### src/rtl/ram_seq_reader.sv
`default_nettype none
// ============================================================================
// Module  : ram_seq_reader
// Purpose : Sweeps a RAM address range, feeds one bit per word into an
//           overlapping "001" detector. Optional macro: STOP_ON_FIRST_EN.
// Revision: 1.0 - initial release
// ============================================================================
module ram_seq_reader #(
  parameter int ADDR_W  = 5,
  parameter int DATA_W  = 8,
  parameter int BIT_SEL = 3,
  parameter int CNT_W   = 8
) (
  input  logic              clk,
  input  logic              rst,
  input  logic              start,
  input  logic [ADDR_W-1:0] start_addr,
  input  logic [ADDR_W-1:0] end_addr,
  output logic              mem_en_read,
  output logic [ADDR_W-1:0] mem_addr,
  input  logic [DATA_W-1:0] mem_data,
  output logic              busy,
  output logic              done,
  output logic              detect,
  output logic [ADDR_W-1:0] detect_addr,
  output logic [CNT_W-1:0]  match_count
);

  localparam logic [1:0] ST_IDLE  = 2'd0;
  localparam logic [1:0] ST_RUN   = 2'd1;
  localparam logic [1:0] ST_DRAIN = 2'd2;
  localparam logic [1:0] ST_DONE  = 2'd3;

  localparam logic [1:0] DET_S0 = 2'd0;
  localparam logic [1:0] DET_S1 = 2'd1;
  localparam logic [1:0] DET_S2 = 2'd2;

  logic [1:0]        r_state;
  logic [1:0]        w_state_nxt;
  logic [1:0]        r_det_state;
  logic [1:0]        w_det_nxt;
  logic [ADDR_W-1:0] r_end_addr;
  logic [ADDR_W-1:0] r_rd_addr;
  logic              r_rd_valid;
  logic              w_accept;
  logic              w_last_addr;
  logic              w_abort;
  logic              w_sample;
  logic              w_bit;
  logic              w_hit;
  logic              w_unused_data;

  assign w_accept    = (r_state == ST_IDLE) && start;
  assign w_last_addr = (mem_addr == r_end_addr);
  assign w_bit       = mem_data[BIT_SEL];
  assign w_unused_data = ^mem_data;

`ifdef STOP_ON_FIRST_EN
  // A raised detect kills the sweep and discards the read still in flight.
  assign w_abort = detect;
`else
  assign w_abort = 1'b0;
`endif

  assign w_sample = r_rd_valid && !w_abort;
  assign w_hit    = w_sample && (r_det_state == DET_S2) && w_bit;

  // Control FSM: state register
  always_ff @(posedge clk or posedge rst) begin
    if (rst) begin
      r_state <= ST_IDLE;
    end else begin
      r_state <= w_state_nxt;
    end
  end

  // Control FSM: next state
  always_comb begin
    w_state_nxt = r_state;
    case (r_state)
      ST_IDLE: begin
        if (start) w_state_nxt = ST_RUN;
      end
      ST_RUN: begin
        if (w_abort)          w_state_nxt = ST_DONE;
        else if (w_last_addr) w_state_nxt = ST_DRAIN;
      end
      ST_DRAIN: w_state_nxt = ST_DONE;
      ST_DONE:  w_state_nxt = ST_IDLE;
      default:  w_state_nxt = ST_IDLE;
    endcase
  end

  // Control FSM: outputs
  always_comb begin
    busy        = (r_state == ST_RUN) || (r_state == ST_DRAIN);
    done        = (r_state == ST_DONE);
    mem_en_read = (r_state == ST_RUN) && !w_abort;
  end

  // Address generator; holds on the final address so mem_addr keeps it after RUN.
  always_ff @(posedge clk or posedge rst) begin
    if (rst) begin
      mem_addr   <= '0;
      r_end_addr <= '0;
    end else if (w_accept) begin
      mem_addr   <= start_addr;
      r_end_addr <= end_addr;
    end else if ((r_state == ST_RUN) && !w_last_addr) begin
      mem_addr <= mem_addr + 1'b1;
    end
  end

  // Read pipeline: tags the word that arrives on mem_data next cycle.
  always_ff @(posedge clk or posedge rst) begin
    if (rst) begin
      r_rd_valid <= 1'b0;
      r_rd_addr  <= '0;
    end else begin
      r_rd_valid <= mem_en_read;
      r_rd_addr  <= mem_addr;
    end
  end

  always_comb begin
    w_det_nxt = r_det_state;
    case (r_det_state)
      DET_S0:  w_det_nxt = w_bit ? DET_S0 : DET_S1;
      DET_S1:  w_det_nxt = w_bit ? DET_S0 : DET_S2;
      DET_S2:  w_det_nxt = w_bit ? DET_S0 : DET_S2;
      default: w_det_nxt = DET_S0;
    endcase
  end

  always_ff @(posedge clk or posedge rst) begin
    if (rst) begin
      r_det_state <= DET_S0;
    end else if (w_accept) begin
      r_det_state <= DET_S0;
    end else if (w_sample) begin
      r_det_state <= w_det_nxt;
    end
  end

  always_ff @(posedge clk or posedge rst) begin
    if (rst) begin
      detect      <= 1'b0;
      detect_addr <= '0;
      match_count <= '0;
    end else begin
      detect <= w_hit;
      if (w_hit) detect_addr <= r_rd_addr;
      if (w_accept) begin
        match_count <= '0;
      end else if (w_hit && !(&match_count)) begin
        match_count <= match_count + 1'b1;
      end
    end
  end

endmodule
`default_nettype wire
### config.mk
export PLATFORM = sky130hd
export DESIGN_NAME = ram_seq_reader
export DESIGN_NICKNAME = d
export VERILOG_FILES = /design/src/rtl/ram_seq_reader.sv
export SDC_FILE = /design/constraint.sdc
export NUM_CORES = 1
export LEC_CHECK = 0
export CAP_MARGIN = 20
export CORE_MARGIN = 8
export CORE_UTILIZATION = 50
export CTS_BUF_LIST = sky130_fd_sc_hd__clkbuf_8
export DETAILED_ROUTE_END_ITERATION = 8
export PLACE_DENSITY = 0.81
export SYNTH_ARGS = -nofsm -noshare
export SYNTH_HDL_FRONTEND = slang
export SYNTH_SLANG_ARGS = --single-unit
### constraint.sdc
create_clock -name clk -period 1.75 [get_ports clk]
set_input_delay 0.35 -clock clk [delete_from_list [all_inputs] [get_ports clk]]
set_output_delay 0.35 -clock clk [all_outputs]
set_load 0.05 [all_outputs]
# Yosys cells after proc, flatten, opt, wreduce, memory -nomap -nowiden
# Cells that the tools add are included.
[word_totals]
regBits = 34
out_inout_bits = 22
[classes]
add_sub_neg = 2
eq_ne = 8
n_mux = 12
n_reduce_logical = 16
[op_table]
columns = ["cell", "n"]
rows = [
  ["2-to-1 mux 8 bit", 2],
  ["2-to-1 mux 2 bit", 5],
  ["2-to-1 mux 5 bit", 2],
  ["adder 8 x 1 -> 8 bit (second input constant)", 1],
  ["one-hot mux 2 bit (4 select lines)", 1],
  ["AND reduction 8 bit", 1],
  ["== test 2 bit (second input constant)", 3],
  ["nonzero test 2 bit", 3],
  ["adder 5 x 1 -> 5 bit (second input constant)", 1],
  ["== test 5 bit", 1],
  ["logical AND 1 bit", 5],
  ["== test 2 x 1 -> 1 bit (second input constant)", 2],
  ["logical NOT 2 bit", 2],
  ["one-hot mux 2 bit (2 select lines)", 1],
  ["logical NOT 1 bit", 2],
  ["!= test 2 x 1 -> 1 bit (second input constant)", 1],
  ["!= test 2 bit (second input constant)", 1],
  ["AND reduction 2 bit", 1],
  ["OR reduction 2 bit", 1],
  ["logical OR 1 bit", 1],
  ["2-to-1 mux 1 bit", 1],
]

# Depth between registers and ports, before layout
# Gate-level depths: netlist of run 1.
[depth]
word_depth = 6
ltp_mapped = 8
ltp_nobuf = 8

# Worst setup path before layout of run 1
# OpenSTA, ideal clock, no wires.
[synth_path]
kind = "register to register"
startpoint = "register mem_addr[3]"
endpoint = "register r_state[1]"
path_stages_with_launch = 6
n_path_buf = 0
arrival_ps = 1731
setup_slack_ps = -109
path_cell_list = "dfrtp_1 xor2_1 nor3_2 a21boi_2 a21oi_2 mux2_1"
[synth_via]
elab_chain_cells = 3
[synth_rtl]
columns = ["item", "line", "rtl"]
rows = [
  ["start: declaration", "20", "output logic [ADDR_W-1:0] mem_addr,"],
  ["start signal: assignment", "107", "mem_addr <= start_addr;"],
  ["start signal: assignment", "110", "mem_addr <= mem_addr + 1'b1;"],
  ["== test 5 bit", "54", "assign w_last_addr = (mem_addr == r_end_addr);"],
  ["!= test 2 x 1 -> 1 bit (no line)", "-", ""],
  ["AND reduction 2 bit (no line)", "-", ""],
  ["end signal: assignment", "73", "r_state <= w_state_nxt;"],
  ["end: declaration", "38", "logic [1:0] r_state;"],
]
# No other way between the ends.
# A chain may end at the register's enable or synchronous reset.

# Worst setup path in the final report of run 1
[layout_path]
startpoint = "register r_state[0]"
endpoint = "output port busy"
[layout_via]
elab_chain_cells = 2
word_cells_on_any_way = 3
cone_classes = "2 x eq/ne; 1 x reduce/logical"
[layout_rtl]
columns = ["item", "line", "rtl"]
rows = [
  ["== test 2 x 1 -> 1 bit / == test 2 bit (equally long branches)", "96", "busy = (r_state == ST_RUN) || (r_state == ST_DRAIN);"],
  ["logical OR 1 bit (*)", "96", ""],
  ["end: declaration", "22", "output logic busy,"],
]
# Mark *: on every way between the ends. The rest lies on a longest branch, timed or not.

==> impl_metrics.toml, run 1 <==
[status]
status = "complete, no violations"

[worst_setup_path]
max_stage_delay_ns = 0.39
crit_required_ns = 1.40
start_kind = "flip-flop"
path_max_fanout = 4
crit_buf_inv = 2
cp_slowest_cell = "dfrtp_1"
cp_top_family = "flip-flops"
path_cells = "inv_1 > ha_1 > buf_12"
arrival_ns = 1.31
cp-end-kind = "primary output"
path_class = "reg2out"

[floorplan]
die_width_um = 73.3
start_util = 0.508
die_y_um = 73.3
io_pins = 43
die_area_um2 = 5370
row_count = 21
core-area_um2 = 3230

[yosys]
ys_ff_latch = 34
synth_top_area_share = 0.518
synth-edff-count = 0
yosys.area.top_type = "dfrtp_1"
yosysSeqAreaShare = 0.518
ys_top_cells_by_area = "dfrtp_1 52%, nand2_1 8.7%, ha_1 7.6%"
syn_area_per_cell_um2 = 10.4
synthArstFlopShare = 1.00
synthDistinctLibCells = 35
synth_fp_nets = 189
synth_cells = 158
synth_ff_type = "dfrtp_1"
synth_warnings = 0
netlist_area_um2 = 1640

[detailed_routing]
firstDrtPassIters = 4
ant_nets = 0
viasPerCell = 5.02
totalWireLength_mm = 3.36
dr_total_vias = 1276
wire_per_inst_um = 13.2
drtIter0Drc = 41
drc = 0

[global_route]
grt_max_degree = 35
grt_pass1_wl_mm = 5.77
overflow = 0
grtUsageTotal = 0.139
grt_pass1_vias = 1354
antenna_found_initial = 0

[sta]
finalSetupViolCount = 0
drv_slew = 0
tightest_slew_ns = 0.403
fmax_mhz = 602
period_share = 0.949
relSlewSlack = 0.731
rsz0062_at_grt = "false"
hold_viol_final = 0
fin_ws_ns = 0.0895
fin_skew_ns = 0.00574
fin_crit_ns = 1.66

[placed_design]
gp_congestion = 0.749
io_buffers = 35
place_ws_ns = -0.0743
hpwl_mm = 2.55
placed_area_um2 = 2120

[power_and_ir_drop]
ir_drop_mv = 1.56
powerDensity_nw_per_um2 = 1910
power.leakage_nw = 1.07

[clocking]
cts_hold_buf = 0
clk_pin_slew_worst_paths_ns = 0.07
cts_made_buffers = 5
cts_root_buffer = "clkbuf_8"
cts_tree = "done"
clk_path_buf_depth = 2
htreeDepth = 2
post_cts_buffers = 0
cts.sinks = 34
cts_resized = 0
clk_latency_ns = 0.28

[layout]
nNetsFinal = 238
design_area_um2 = 2270
syn_to_final_growth_pct = 38.3
drive_gt1_frac = 0.260
n_antenna_cell = 0
layout_commonest_cell = "nand2_1"
final_cell_mix = "38 x nand2_1, 31 x dfrtp_1, 26 x buf_4"

[flow_run]
drv_cap = 0

[hold_path]
min_path_type = "reg2reg"
==> routing by layer <==
layer  up-vias  share of wire  track usage
li1        628              -            -
met1       610           0.41        0.141
met2        29           0.50        0.242
met3         9          0.071       0.0600
met4         0          0.019       0.0621
met5         -              0            0
==> final timing paths <==
| path | startpoint | depth (start not counted) | to | slack (ns) |
|---|---|---|---|---|
| max | r_state[0] | 3 | busy | 0.09 |
| min | r_rd_addr[0] | 2 | detect_addr[0] | 0.44 |
| max reg2reg | mem_addr[3] | 5 | r_state[1] | 0.13 |
| min reg2reg | r_rd_addr[0] | 2 | detect_addr[0] | 0.44 |
| max in group asynchronous | rst | 3 | mem_addr[2] | 0.98 |
| min in group asynchronous | rst | 3 | r_rd_addr[2] | 0.46 |
==> stage by stage <==
step	power [mW]	setup TNS, ns	hold WS [ns]	cells	utilization
floorplan	2.70	0	0.414	158	-
global placement	3.43	-0.0418	0.424	246	0.657
detailed placement	3.52	-0.0842	0.424	246	0.657
CTS	4.38	0	0.435	254	0.700
global route	4.60	0	0.459	254	0.703
finish	4.33	0	0.437	254	0.703
==> worst reg2reg max path, delay by kind of cell, from the launching register on <==
| kind | cells | cell delay [ns] |
|---|---|---|
| mux | 1 | 0.34 |
| compound gates | 2 | 0.28 |
| flops | 1 | 0.45 |
| xor+xnor | 1 | 0.18 |
| simple gates | 1 | 0.24 |
==> Yosys cell counts, types with 2 or more instances <==
cell / count
ha_1: 10
nand2b_1: 2
nor2_1: 9
xor2_1: 6
o21ai_0: 2
a21oi_1: 9
nand3b_1: 2
dfrtp_1: 34
nor3b_1: 2
clkbuf_1: 2
mux2i_1: 4
nand4_1: 2
nand3_1: 3
inv_1: 6
o21ai_1: 3
nand2_1: 38
xnor2_1: 6
==> cells by family after synthesis <==
family,synth area share
multiplexers,0.0313
AO/OA/AOI/OAI,0.0953
flip-flops,0.518
buffers and inverters,0.0213
XOR/XNOR,0.0640
adder cells (fa/ha/maj),0.0762
AND/OR/NAND/NOR,0.194
==> sequential cells by signal, indices dropped and copies added (netlist names) <==
name and flops:
r_rd_addr 5, match_count 8, r_state 2, detect 1
detect_addr 5, mem_addr 5, r_end_addr 5, r_det_state 2
r_rd_valid 1
==> power by group <==
part,internal (mW),switching [mW],total (mW)
registers,1.09,0.236,1.32
clock network,0.570,0.275,0.845
logic,0.879,1.28,2.16
total,2.54,1.79,4.33
==> layout make-up <==
| class | instances | area [um2] |
|---|---|---|
| clock inverters | 3 | 68.8 |
| fillers | 268 | 961 |
| multi-input cells | 115 | 768 |
| inverters | 7 | 27.5 |
| repair buffers | 44 | 425 |
| clock buffers | 5 | 68.8 |
| well taps | 46 | 57.6 |
| flip-flops and latches | 34 | 855 |
Power figures use the tool's default switching activity.
==> run 2: changes to the inputs <==
--- a/config.mk
+++ b/config.mk
@@ -14,3 +14,4 @@
 export SYNTH_ARGS = -nofsm -noshare
 export SYNTH_HDL_FRONTEND = slang
 export SYNTH_SLANG_ARGS = --single-unit
+export TNS_END_PERCENT = 30
==> results of run 2 <==
No change in the layout: final DEF, timing and power equal those of run 1.
==> run 3: changes to the inputs <==
--- a/config.mk
+++ b/config.mk
@@ -11,6 +11,7 @@
 export CTS_BUF_LIST = sky130_fd_sc_hd__clkbuf_8
 export DETAILED_ROUTE_END_ITERATION = 8
 export PLACE_DENSITY = 0.81
+export RECOVER_POWER = 100
 export SYNTH_ARGS = -nofsm -noshare
 export SYNTH_HDL_FRONTEND = slang
 export SYNTH_SLANG_ARGS = --single-unit
==> constraint.sdc (replaced) <==
create_clock -name clk -period 1.6 [get_ports clk]
set_input_delay 0.32 -clock clk [delete_from_list [all_inputs] [get_ports clk]]
set_output_delay 0.32 -clock clk [all_outputs]
set_load 0.05 [all_outputs]
==> impl_metrics.toml, run 3 (synthesis results as in run 1) <==
[sta]
finalSetupViolCount = 2
rsz0062_at_grt = "true"
hold_viol_final = 0
fin_crit_ns = 1.63
fin_skew_ns = 0.00643
tns_ns = -0.0499
drv_slew = 0
period_share = 1.02
fmax_mhz = 615
relSlewSlack = 0.455
fin_ws_ns = -0.0267
tightest_slew_ns = 0.817

[clocking]
clk_pin_slew_worst_paths_ns = 0.07
clk_path_buf_depth = 2
cts_tree = "done"
clk_latency_ns = 0.29
cts_root_buffer = "clkbuf_8"
cts_made_buffers = 5
cts.sinks = 34
htreeDepth = 2

[power_and_ir_drop]
power.leakage_nw = 1.10
ir_drop_mv = 1.96
powerDensity_nw_per_um2 = 1970

[worst_setup_path]
path_max_fanout = 6
arrival_ns = 1.31
crit_required_ns = 1.28
start_kind = "flip-flop"
path_class = "reg2out"
cp-end-kind = "primary output"

[global_route]
grtUsageTotal = 0.172
grt_pass1_wl_mm = 6.96
overflow = 0
antenna_found_initial = 0
grt_pass1_vias = 1507
grt_max_degree = 35

[layout]
syn_to_final_growth_pct = 50.7
drive_gt1_frac = 0.350
register_area_um2 = 862
top_register = "match_count"
multi_input_area_um2 = 826
final_cell_mix = "37 x nand2_1, 25 x dfrtp_1, 16 x buf_4"
n_antenna_cell = 0
largest_reg_flops = 8
nNetsFinal = 256
layout_commonest_cell = "nand2_1"
fill_cells = 224

[floorplan]
core-area_um2 = 3230
die_y_um = 73.3
die_area_um2 = 5370
io_pins = 43
row_count = 21
die_width_um = 73.3
start_util = 0.508

[detailed_routing]
totalWireLength_mm = 4.27
drtIter0Drc = 66
viasPerCell = 5.18
drc = 0
ant_nets = 0
wire_per_inst_um = 15.7
dr_total_vias = 1408
firstDrtPassIters = 4

[status]
violations = "negative setup slack"
status = "finished, violations left"

[flow_run]
drv_cap = 0

[placed_design]
gp_congestion = 0.809
place_ws_ns = -0.194
io_buffers = 35
hpwl_mm = 2.74

[hold_path]
min_path_type = "reg2reg"
## run 3: power by group
part | total, mW | internal, mW | switching (mW)
sequential | 1.43 | 1.19 | 0.235
clock | 0.783 | 0.463 | 0.320
combinational | 2.67 | 1.06 | 1.61
## run 3: per-layer routing
| metal | vias up | routed length, um | part of all wire | GRT usage |
|---|---|---|---|---|
| li1 | 671 | - | - | - |
| met1 | 676 | 1580 | 0.37 | 0.173 |
| met2 | 49 | 2260 | 0.53 | 0.294 |
| met3 | 12 | 294 | 0.069 | 0.0668 |
| met4 | 0 | 138 | 0.032 | 0.0998 |
| met5 | - | 0 | 0 | 0 |
## run 3: cell type report
class,count,area share
clock buffers,5,0.0278
clock inverters,3,0.0182
inverters,7,0.0111
multi-input cells,115,0.334
flip-flops and latches,34,0.349
well taps,46,0.0233
repair buffers,62,0.237
## run 3: worst paths after layout
path,startpoint,end,slack [ns],cells past startpoint
max,r_state[0],mem_en_read,-0.03,4
min,r_rd_addr[0],detect_addr[0],0.44,2
max reg2reg,r_state[0],mem_addr[1],-0.02,6
min reg2reg,r_rd_addr[0],detect_addr[0],0.44,2
max in group asynchronous,rst,mem_addr[3],0.33,3
min in group asynchronous,rst,r_state[1],0.71,3
## run 3: worst max-delay path, stage by stage (launching register included)
cell and delay (ns):
dfrtp_1 0.43, buf_6 0.14, ha_4 0.17, buf_6 0.13, buf_12 0.14
## run 3: metrics by stage
step / utilization / cells / hold WS, ns / area (um2) / power, mW
floorplan: - / 158 / 0.414 / 1660 / 2.95
global placement: 0.722 / 254 / 0.424 / 2330 / 4.03
detailed placement: 0.722 / 254 / 0.427 / 2330 / 4.13
CTS: 0.774 / 265 / 0.434 / 2500 / 5.11
global route: 0.765 / 272 / 0.470 / 2470 / 5.16
finish: 0.765 / 272 / 0.440 / 2470 / 4.88
## run 3: timing repair
action | in CTS | in global routing
buffers inserted | 3 | 7
cloned | 0 | 0
hold buffers | 0 | 0
setup endpoints to repair | 3 | 11
pin swaps | 0 | 6
resized for setup | 6 | 10
